`src/rtl/intra_mode_decision.sv`:
```
// 4x4 intra mode decision: accumulates DC and Planar SADs while an original block
// streams in, picks the cheaper mode, then streams out signed residual rows.
module intra_mode_decision #(
    parameter int PIX_W       = 8,
    parameter int SAD_W       = 12,
    parameter int DEFAULT_VAL = 128
) (
    input  logic                   clk,
    input  logic                   rst,
    input  logic                   blk_start,
    input  logic                   top_available,
    input  logic                   left_available,
    input  logic [4*PIX_W-1:0]     top_neighbors,
    input  logic [4*PIX_W-1:0]     left_neighbors,
    input  logic                   row_valid,
    output logic                   row_ready,
    input  logic [4*PIX_W-1:0]     row_pixels,
    output logic                   res_valid,
    input  logic                   res_ready,
    output logic [4*(PIX_W+1)-1:0] res_row,
    output logic [1:0]             res_row_idx,
    output logic                   res_last,
    output logic [7:0]             best_mode,
    output logic [SAD_W-1:0]       best_sad,
    output logic                   busy
);

    localparam int RES_W = PIX_W + 1;
    localparam int ACC_W = PIX_W + 4;
    localparam int SUM_W = PIX_W + 3;

    typedef enum logic [1:0] {S_IDLE, S_LOAD, S_DECIDE, S_EMIT} state_t;

    state_t                  state_q, state_d;
    logic                    top_av_q, top_av_d, left_av_q, left_av_d;
    logic [4*PIX_W-1:0]      top_q, top_d, left_q, left_d;
    logic [4*PIX_W-1:0]      buf_q [4];
    logic [4*PIX_W-1:0]      buf_d [4];
    logic [1:0]              row_cnt_q, row_cnt_d;
    logic [SAD_W-1:0]        sad_dc_q, sad_dc_d, sad_pl_q, sad_pl_d;
    logic                    row_ready_q, row_ready_d, res_valid_q, res_valid_d;
    logic [4*RES_W-1:0]      res_row_q, res_row_d;
    logic [1:0]              res_idx_q, res_idx_d;
    logic                    res_last_q, res_last_d, busy_q, busy_d;
    logic [7:0]              best_mode_q, best_mode_d;
    logic [SAD_W-1:0]        best_sad_q, best_sad_d;

    logic [SUM_W-1:0]        nb_sum_s;
    logic [PIX_W-1:0]        dc_pred_s;
    logic                    planar_ok_s, decide_pl_s, emit_mode_s;
    logic [1:0]              emit_idx_s;
    logic [4*RES_W-1:0]      emit_row_s;
    logic [SAD_W-1:0]        row_sad_dc_s, row_sad_pl_s;

    // Planar predictor at (y,x); sum is at most 8*255+4, so ACC_W bits never overflow
    function automatic logic [PIX_W-1:0] planar_px(input logic [4*PIX_W-1:0] t,
                                                   input logic [4*PIX_W-1:0] l,
                                                   input logic [1:0] y, input logic [1:0] x);
        logic [ACC_W-1:0] acc;
        acc = ACC_W'(2'd3 - x) * ACC_W'(l[y*PIX_W +: PIX_W])
            + (ACC_W'(x) + ACC_W'(1'b1)) * ACC_W'(t[3*PIX_W +: PIX_W])
            + ACC_W'(2'd3 - y) * ACC_W'(t[x*PIX_W +: PIX_W])
            + (ACC_W'(y) + ACC_W'(1'b1)) * ACC_W'(l[3*PIX_W +: PIX_W])
            + ACC_W'(4'd4);
        return acc[PIX_W+2:3];
    endfunction

    function automatic logic [PIX_W-1:0] pixel_pred(input logic [4*PIX_W-1:0] t,
                                                    input logic [4*PIX_W-1:0] l,
                                                    input logic use_pl, input logic [PIX_W-1:0] dc,
                                                    input logic [1:0] y, input logic [1:0] x);
        logic [PIX_W-1:0] p;
        if (use_pl) begin
            p = planar_px(t, l, y, x);
        end else begin
            p = dc;
        end
        return p;
    endfunction

    function automatic logic [PIX_W-1:0] abs_diff(input logic [PIX_W-1:0] a, input logic [PIX_W-1:0] b);
        logic [PIX_W-1:0] d;
        if (a >= b) begin
            d = a - b;
        end else begin
            d = b - a;
        end
        return d;
    endfunction

    // DC predictor, planar availability and per-row SAD contributions
    always_comb begin
        nb_sum_s = '0;
        for (int i = 0; i < 4; i++) begin
            if (top_av_q) begin
                nb_sum_s = nb_sum_s + SUM_W'(top_q[i*PIX_W +: PIX_W]);
            end else begin
                nb_sum_s = nb_sum_s;
            end
            if (left_av_q) begin
                nb_sum_s = nb_sum_s + SUM_W'(left_q[i*PIX_W +: PIX_W]);
            end else begin
                nb_sum_s = nb_sum_s;
            end
        end
        case ({top_av_q, left_av_q})
            2'b00:   dc_pred_s = PIX_W'(DEFAULT_VAL);
            2'b11:   dc_pred_s = nb_sum_s[SUM_W-1:3];
            default: dc_pred_s = nb_sum_s[PIX_W+1:2];
        endcase
        planar_ok_s  = top_av_q && left_av_q;
        decide_pl_s  = planar_ok_s && (sad_pl_q < sad_dc_q);
        row_sad_dc_s = '0;
        row_sad_pl_s = '0;
        for (int x = 0; x < 4; x++) begin
            row_sad_dc_s = row_sad_dc_s + SAD_W'(abs_diff(row_pixels[x*PIX_W +: PIX_W], dc_pred_s));
            row_sad_pl_s = row_sad_pl_s + SAD_W'(abs_diff(row_pixels[x*PIX_W +: PIX_W],
                pixel_pred(top_q, left_q, planar_ok_s, dc_pred_s, row_cnt_q, 2'(x))));
        end
    end

    // Residual row for the next beat: row 0 when leaving DECIDE, else the following row
    always_comb begin
        if (state_q == S_DECIDE) begin
            emit_idx_s  = 2'd0;
            emit_mode_s = decide_pl_s;
        end else begin
            emit_idx_s  = res_idx_q + 2'd1;
            emit_mode_s = best_mode_q[0];
        end
        emit_row_s = '0;
        for (int x = 0; x < 4; x++) begin
            emit_row_s[x*RES_W +: RES_W] = {1'b0, buf_q[emit_idx_s][x*PIX_W +: PIX_W]}
                - {1'b0, pixel_pred(top_q, left_q, emit_mode_s, dc_pred_s, emit_idx_s, 2'(x))};
        end
    end

    // Next-state and next-output logic
    always_comb begin
        state_d     = state_q;
        top_av_d    = top_av_q;
        left_av_d   = left_av_q;
        top_d       = top_q;
        left_d      = left_q;
        buf_d       = buf_q;
        row_cnt_d   = row_cnt_q;
        sad_dc_d    = sad_dc_q;
        sad_pl_d    = sad_pl_q;
        row_ready_d = row_ready_q;
        res_valid_d = res_valid_q;
        res_row_d   = res_row_q;
        res_idx_d   = res_idx_q;
        res_last_d  = res_last_q;
        busy_d      = busy_q;
        best_mode_d = best_mode_q;
        best_sad_d  = best_sad_q;
        case (state_q)
            S_IDLE: begin
                if (blk_start) begin
                    top_av_d    = top_available;
                    left_av_d   = left_available;
                    top_d       = top_neighbors;
                    left_d      = left_neighbors;
                    row_cnt_d   = 2'd0;
                    sad_dc_d    = '0;
                    sad_pl_d    = '0;
                    best_mode_d = 8'h00;
                    best_sad_d  = '0;
                    row_ready_d = 1'b1;
                    busy_d      = 1'b1;
                    state_d     = S_LOAD;
                end else begin
                    state_d = S_IDLE;
                end
            end
            S_LOAD: begin
                if (row_valid) begin
                    buf_d[row_cnt_q] = row_pixels;
                    sad_dc_d         = sad_dc_q + row_sad_dc_s;
                    sad_pl_d         = sad_pl_q + row_sad_pl_s;
                    row_cnt_d        = row_cnt_q + 2'd1;
                    if (row_cnt_q == 2'd3) begin
                        row_ready_d = 1'b0;
                        state_d     = S_DECIDE;
                    end else begin
                        state_d = S_LOAD;
                    end
                end else begin
                    state_d = S_LOAD;
                end
            end
            S_DECIDE: begin
                best_mode_d = {7'd0, decide_pl_s};
                if (decide_pl_s) begin
                    best_sad_d = sad_pl_q;
                end else begin
                    best_sad_d = sad_dc_q;
                end
                res_valid_d = 1'b1;
                res_row_d   = emit_row_s;
                res_idx_d   = 2'd0;
                res_last_d  = 1'b0;
                state_d     = S_EMIT;
            end
            S_EMIT: begin
                if (res_ready && res_last_q) begin
                    res_valid_d = 1'b0;
                    res_row_d   = '0;
                    res_idx_d   = 2'd0;
                    res_last_d  = 1'b0;
                    busy_d      = 1'b0;
                    state_d     = S_IDLE;
                end else if (res_ready) begin
                    res_row_d  = emit_row_s;
                    res_idx_d  = emit_idx_s;
                    res_last_d = (emit_idx_s == 2'd3);
                end else begin
                    state_d = S_EMIT;
                end
            end
            default: begin
                state_d = S_IDLE;
            end
        endcase
    end

    // State and output registers
    always_ff @(posedge clk or posedge rst) begin
        if (rst) begin
            state_q     <= S_IDLE;
            top_av_q    <= 1'b0;
            left_av_q   <= 1'b0;
            top_q       <= '0;
            left_q      <= '0;
            for (int i = 0; i < 4; i++) begin
                buf_q[i] <= '0;
            end
            row_cnt_q   <= 2'd0;
            sad_dc_q    <= '0;
            sad_pl_q    <= '0;
            row_ready_q <= 1'b0;
            res_valid_q <= 1'b0;
            res_row_q   <= '0;
            res_idx_q   <= 2'd0;
            res_last_q  <= 1'b0;
            busy_q      <= 1'b0;
            best_mode_q <= 8'h00;
            best_sad_q  <= '0;
        end else begin
            state_q     <= state_d;
            top_av_q    <= top_av_d;
            left_av_q   <= left_av_d;
            top_q       <= top_d;
            left_q      <= left_d;
            for (int i = 0; i < 4; i++) begin
                buf_q[i] <= buf_d[i];
            end
            row_cnt_q   <= row_cnt_d;
            sad_dc_q    <= sad_dc_d;
            sad_pl_q    <= sad_pl_d;
            row_ready_q <= row_ready_d;
            res_valid_q <= res_valid_d;
            res_row_q   <= res_row_d;
            res_idx_q   <= res_idx_d;
            res_last_q  <= res_last_d;
            busy_q      <= busy_d;
            best_mode_q <= best_mode_d;
            best_sad_q  <= best_sad_d;
        end
    end

    assign row_ready   = row_ready_q;
    assign res_valid   = res_valid_q;
    assign res_row     = res_row_q;
    assign res_row_idx = res_idx_q;
    assign res_last    = res_last_q;
    assign best_mode   = best_mode_q;
    assign best_sad    = best_sad_q;
    assign busy        = busy_q;

endmodule
```
`config.mk`:
```
export PLATFORM = sky130hd
export DESIGN_NAME = intra_mode_decision
export DESIGN_NICKNAME = d
export VERILOG_FILES = /design/src/rtl/intra_mode_decision.sv
export SDC_FILE = /design/constraint.sdc
export NUM_CORES = 2
export LEC_CHECK = 0
export CAP_MARGIN = 20
export CORE_AREA = 4 4 319 321
export CTS_CLUSTER_DIAMETER = 80
export DETAILED_ROUTE_END_ITERATION = 8
export DIE_AREA = 0 0 323 325
export SLEW_MARGIN = 20
export SYNTH_ARGS = -nofsm -noshare
export SYNTH_HDL_FRONTEND = slang
export SYNTH_SLANG_ARGS = --single-unit
```
`constraint.sdc`:
```
create_clock -name clk -period 16.6 [get_ports clk]
set_clock_uncertainty 0.15 [all_clocks]
set_input_delay 1.66 -clock clk [delete_from_list [all_inputs] [get_ports clk]]
set_output_delay 1.66 -clock clk [all_outputs]
set_load 0.05 [all_outputs]
```
==> run summary <==
### Timing
• 0.912 — part of the cycle the worst path needs
• 0 — final max-slew violation count
• 0.214 — Max-slew headroom
• 0 ps — Setup TNS
• 0 — count of final hold-check violations
• 15140 ps — final critical delay including setup and external delays
• 0.0660 GHz — achievable frequency
• false — unrepaired setup endpoints after global routing
• 0 — number of endpoints failing setup at the final stage
• 1170 ps — actual transition at the worst max-transition pin

### Clock tree
• 0 — post-cts sizing count
• 35 — number of CTS-inserted buffers
• 60 ps — clock slew at reported path FFs
• 3 — Bufs on Longest Clock Path
• 2 — H-tree lvl count
• 580 ps — clock latency at the later pin of the worst-skew pair
• done — TritonCTS clock tree
• 0 — CTS Hold Buffers Added
• 0 — total setup buffers inserted after CTS
• 277 — clock sink count
• sky130_fd_sc_hd__clkbuf_16 — master cell of the clock root buffer

### Global route
• 0 — total global routing overflow
• 4 — initial antenna violation count
• 97 — largest net degree at the start of global routing
• 26300 — via count of the first global-routing pass
• 164000 µm — first-pass GRT wire length
• 0.206 — Total GRT Usage

### Die
• 0.347 — Initial Utilization
• 116 — num rows
• 99300 µm² — area of the core region
• 325 µm — die span in y
• 323 µm — die width
• 105000 µm² — die area
• 165 — number of top-level design ports

### Hold path
• reg2reg — HP Class

### Worst setup path
• reg2reg — category of the critical setup timing path
• flop — critical path startpoint category
• flop — crit path capture type
• 590 ps — Max stage delay on crit path
• 14 — maximum fanout count along the critical path
• sky130_fd_sc_hd__a21oi_1 — most prevalent standard cell on the critical path
• 16950 ps — data required time of the worst path
• 15490 ps — arrival time reported for the critical path endpoint
• 1460 ps — setup slack of the most critical reg-to-reg path
• sky130_fd_sc_hd__dfrtp_1 — worst-path cell with the longest stage delay

### Layout
• 38700 µm² — final design area excluding fillers
• 0.390 — final core utilization
• 4886 — count of nets after finishing
• 0.0557 — fraction of final layout cells with drive strength greater than 1
• 12.5% — area added between synthesis and finish

### Run
• 0 — MaxCap Viol Count

### Detailed routing
• 20.4 µm — routed length per placed instance
• 5.09 — number of vias per cell after detailed routing
• 5 — number of iterations in the first detailed-routing pass
• 109000 µm — aggregate routed wire length
• 0 — DRC
• 27100 — via count
• 0 — number of nets with antenna violations after routing
• 1844 — First DRT Iteration DRCs

### Status
• complete, no violations — run status

### Synthesis
• 0 — Yosys warning count
• 0.202 — proportion of synthesized chip area in sequential cells
• 34400 µm² — post-synth design cell area
• 70 — number of different library cells in the post-synthesis netlist
• sky130_fd_sc_hd__dfrtp_1 — prevailing post-synth register cell
• 8.82 µm² — average footprint of a synthesized cell
• 277 — Seq cells post-synth
• 0 — number of enable flip-flop cells after synthesis
• 1.00 — Async S/R FF share, synth
• 3899 — number of instances in the synthesized netlist

### Placed design
• 0.919 — Routability Congestion
• 85600 µm — half-perimeter wire length of the detailed placement result
• 157 — Port-buffer cells
• 37400 µm² — placed cell area

final timing paths:
path,end,start,cells after the start
setup reg to reg,sad_dc_q[11],top_av_q,68
max in group asynchronous,top_q[3],rst,3
hold / removal,buf_q[82],buf_q[82],2
min in group asynchronous,res_row[21],rst,2
setup / recovery,sad_dc_q[11],top_av_q,68
hold reg to reg,buf_q[82],buf_q[82],2
kinds of logic (layout without fill, tap and decap cells):
group | Yosys count | in the layout | synth area share
buf+inv | 737 | 854 | 0.0812
other cells | 1 | 9 | 0.000109
compound gates | 879 | 879 | 0.152
simple gates | 840 | 840 | 0.110
flops | 277 | 277 | 0.202
mux | 155 | 155 | 0.0519
fa+ha+maj | 787 | 787 | 0.347
xor+xnor | 223 | 223 | 0.0568
state kept, by name, indices dropped and copies added (netlist names), 2 cells and up:
register	count
best_sad	12
res_row_idx	2
buf_q	128
row_cnt_q	2
res_row	36
state_q	2
sad_pl_q	12
top_q	32
sad_dc_q	12
left_q	32
synth_stat cells, types with 3 or more instances:
master / count / area share
sky130_fd_sc_hd__nor2_1: 180 / 0.020
sky130_fd_sc_hd__o22ai_1: 46 / 0.0084
sky130_fd_sc_hd__dfrtp_1: 277 / 0.20
sky130_fd_sc_hd__o221ai_1: 3 / 0.00076
sky130_fd_sc_hd__o21a_1: 14 / 0.0031
sky130_fd_sc_hd__a22oi_1: 4 / 0.00087
sky130_fd_sc_hd__o21ai_1: 4 / 0.00058
sky130_fd_sc_hd__and2_1: 45 / 0.0082
sky130_fd_sc_hd__nand2_1: 409 / 0.045
sky130_fd_sc_hd__inv_1: 589 / 0.064
sky130_fd_sc_hd__a21boi_0: 13 / 0.0028
sky130_fd_sc_hd__mux2i_1: 56 / 0.016
sky130_fd_sc_hd__nor3_1: 9 / 0.0013
sky130_fd_sc_hd__mux2_2: 87 / 0.028
sky130_fd_sc_hd__buf_4: 7 / 0.0015
sky130_fd_sc_hd__nor2b_1: 96 / 0.017
sky130_fd_sc_hd__nand2b_1: 30 / 0.0055
sky130_fd_sc_hd__a31oi_1: 16 / 0.0029
sky130_fd_sc_hd__mux4_2: 8 / 0.0052
sky130_fd_sc_hd__o31ai_1: 17 / 0.0037
sky130_fd_sc_hd__a21o_1: 115 / 0.025
sky130_fd_sc_hd__fa_1: 277 / 0.16
sky130_fd_sc_hd__and3_1: 29 / 0.0053
sky130_fd_sc_hd__xnor2_1: 161 / 0.041
sky130_fd_sc_hd__clkbuf_1: 124 / 0.014
sky130_fd_sc_hd__a211oi_1: 10 / 0.0022
sky130_fd_sc_hd__buf_1: 14 / 0.0015
sky130_fd_sc_hd__a21oi_1: 255 / 0.037
sky130_fd_sc_hd__o211ai_1: 16 / 0.0035
sky130_fd_sc_hd__o21bai_1: 37 / 0.0081
sky130_fd_sc_hd__a2111oi_0: 3 / 0.00076
sky130_fd_sc_hd__a211o_1: 4 / 0.0010
sky130_fd_sc_hd__a221oi_1: 16 / 0.0041
sky130_fd_sc_hd__nand3_1: 11 / 0.0016
sky130_fd_sc_hd__o21ai_0: 287 / 0.042
sky130_fd_sc_hd__or3_1: 10 / 0.0018
sky130_fd_sc_hd__ha_1: 510 / 0.19
sky130_fd_sc_hd__o31a_1: 3 / 0.00076
sky130_fd_sc_hd__xor2_1: 62 / 0.016
sky130_fd_sc_hd__nand4_1: 9 / 0.0016
worst max-delay path: cells and delay by family, from the launching register on:
family / cells / cell delay, ps
flip-flops: 1 / 590
multiplexers: 4 / 970
AO/OA/AOI/OAI: 28 / 4950
AND/OR/NAND/NOR: 13 / 1950
XOR/XNOR: 5 / 1120
buffers and inverters: 5 / 650
adder cells (fa/ha/maj): 13 / 4670
cells in the final DEF (no fill, tap or decap), types with 87 or more instances in the layout:
cell / instances
sky130_fd_sc_hd__o21ai_0: 285
sky130_fd_sc_hd__ha_1: 510
sky130_fd_sc_hd__nor2b_1: 96
sky130_fd_sc_hd__mux2_2: 87
sky130_fd_sc_hd__a21o_1: 115
sky130_fd_sc_hd__fa_1: 277
sky130_fd_sc_hd__xnor2_1: 161
sky130_fd_sc_hd__clkdlybuf4s50_1: 157
sky130_fd_sc_hd__a21oi_1: 255
sky130_fd_sc_hd__nor2_1: 179
sky130_fd_sc_hd__dfrtp_1: 277
sky130_fd_sc_hd__inv_1: 587
sky130_fd_sc_hd__nand2_1: 403
stage by stage:
stage | instances | hold WS (ps) | worst slack, ps
after floorplan | 3905 | 300 | 2610
after CTS | 5320 | 332 | 1590
after global routing | 5320 | 343 | 380
after detailed placement | 5257 | 320 | 1670
after global placement | 5257 | 310 | 1850
final | 5322 | 327 | 1460
metal layers:
layer / up-vias / global-route usage / part of all wire
met5: - / 0 / 0
met1: 13200 / 0.280 / 0.45
met4: 0 / 0.0672 / 0.035
met3: 148 / 0.0319 / 0.053
met2: 655 / 0.335 / 0.46
li1: 13100 / - / -
area by class of cell:
type                       instances  area [µm²]
clock inverter                    15         259
sequential                       277        6930
clock buffer                      48        1000
tap                             1298        1620
timing repair buffer             200        1890
antenna                            2        5.00
fill                           10100       60600
inverter                         591        2230
multi-input combinational       2891       24800
Power is left out: the tool's default activity adds up to more than one toggle a clock period on the data nets, which glitch-free logic cannot reach.
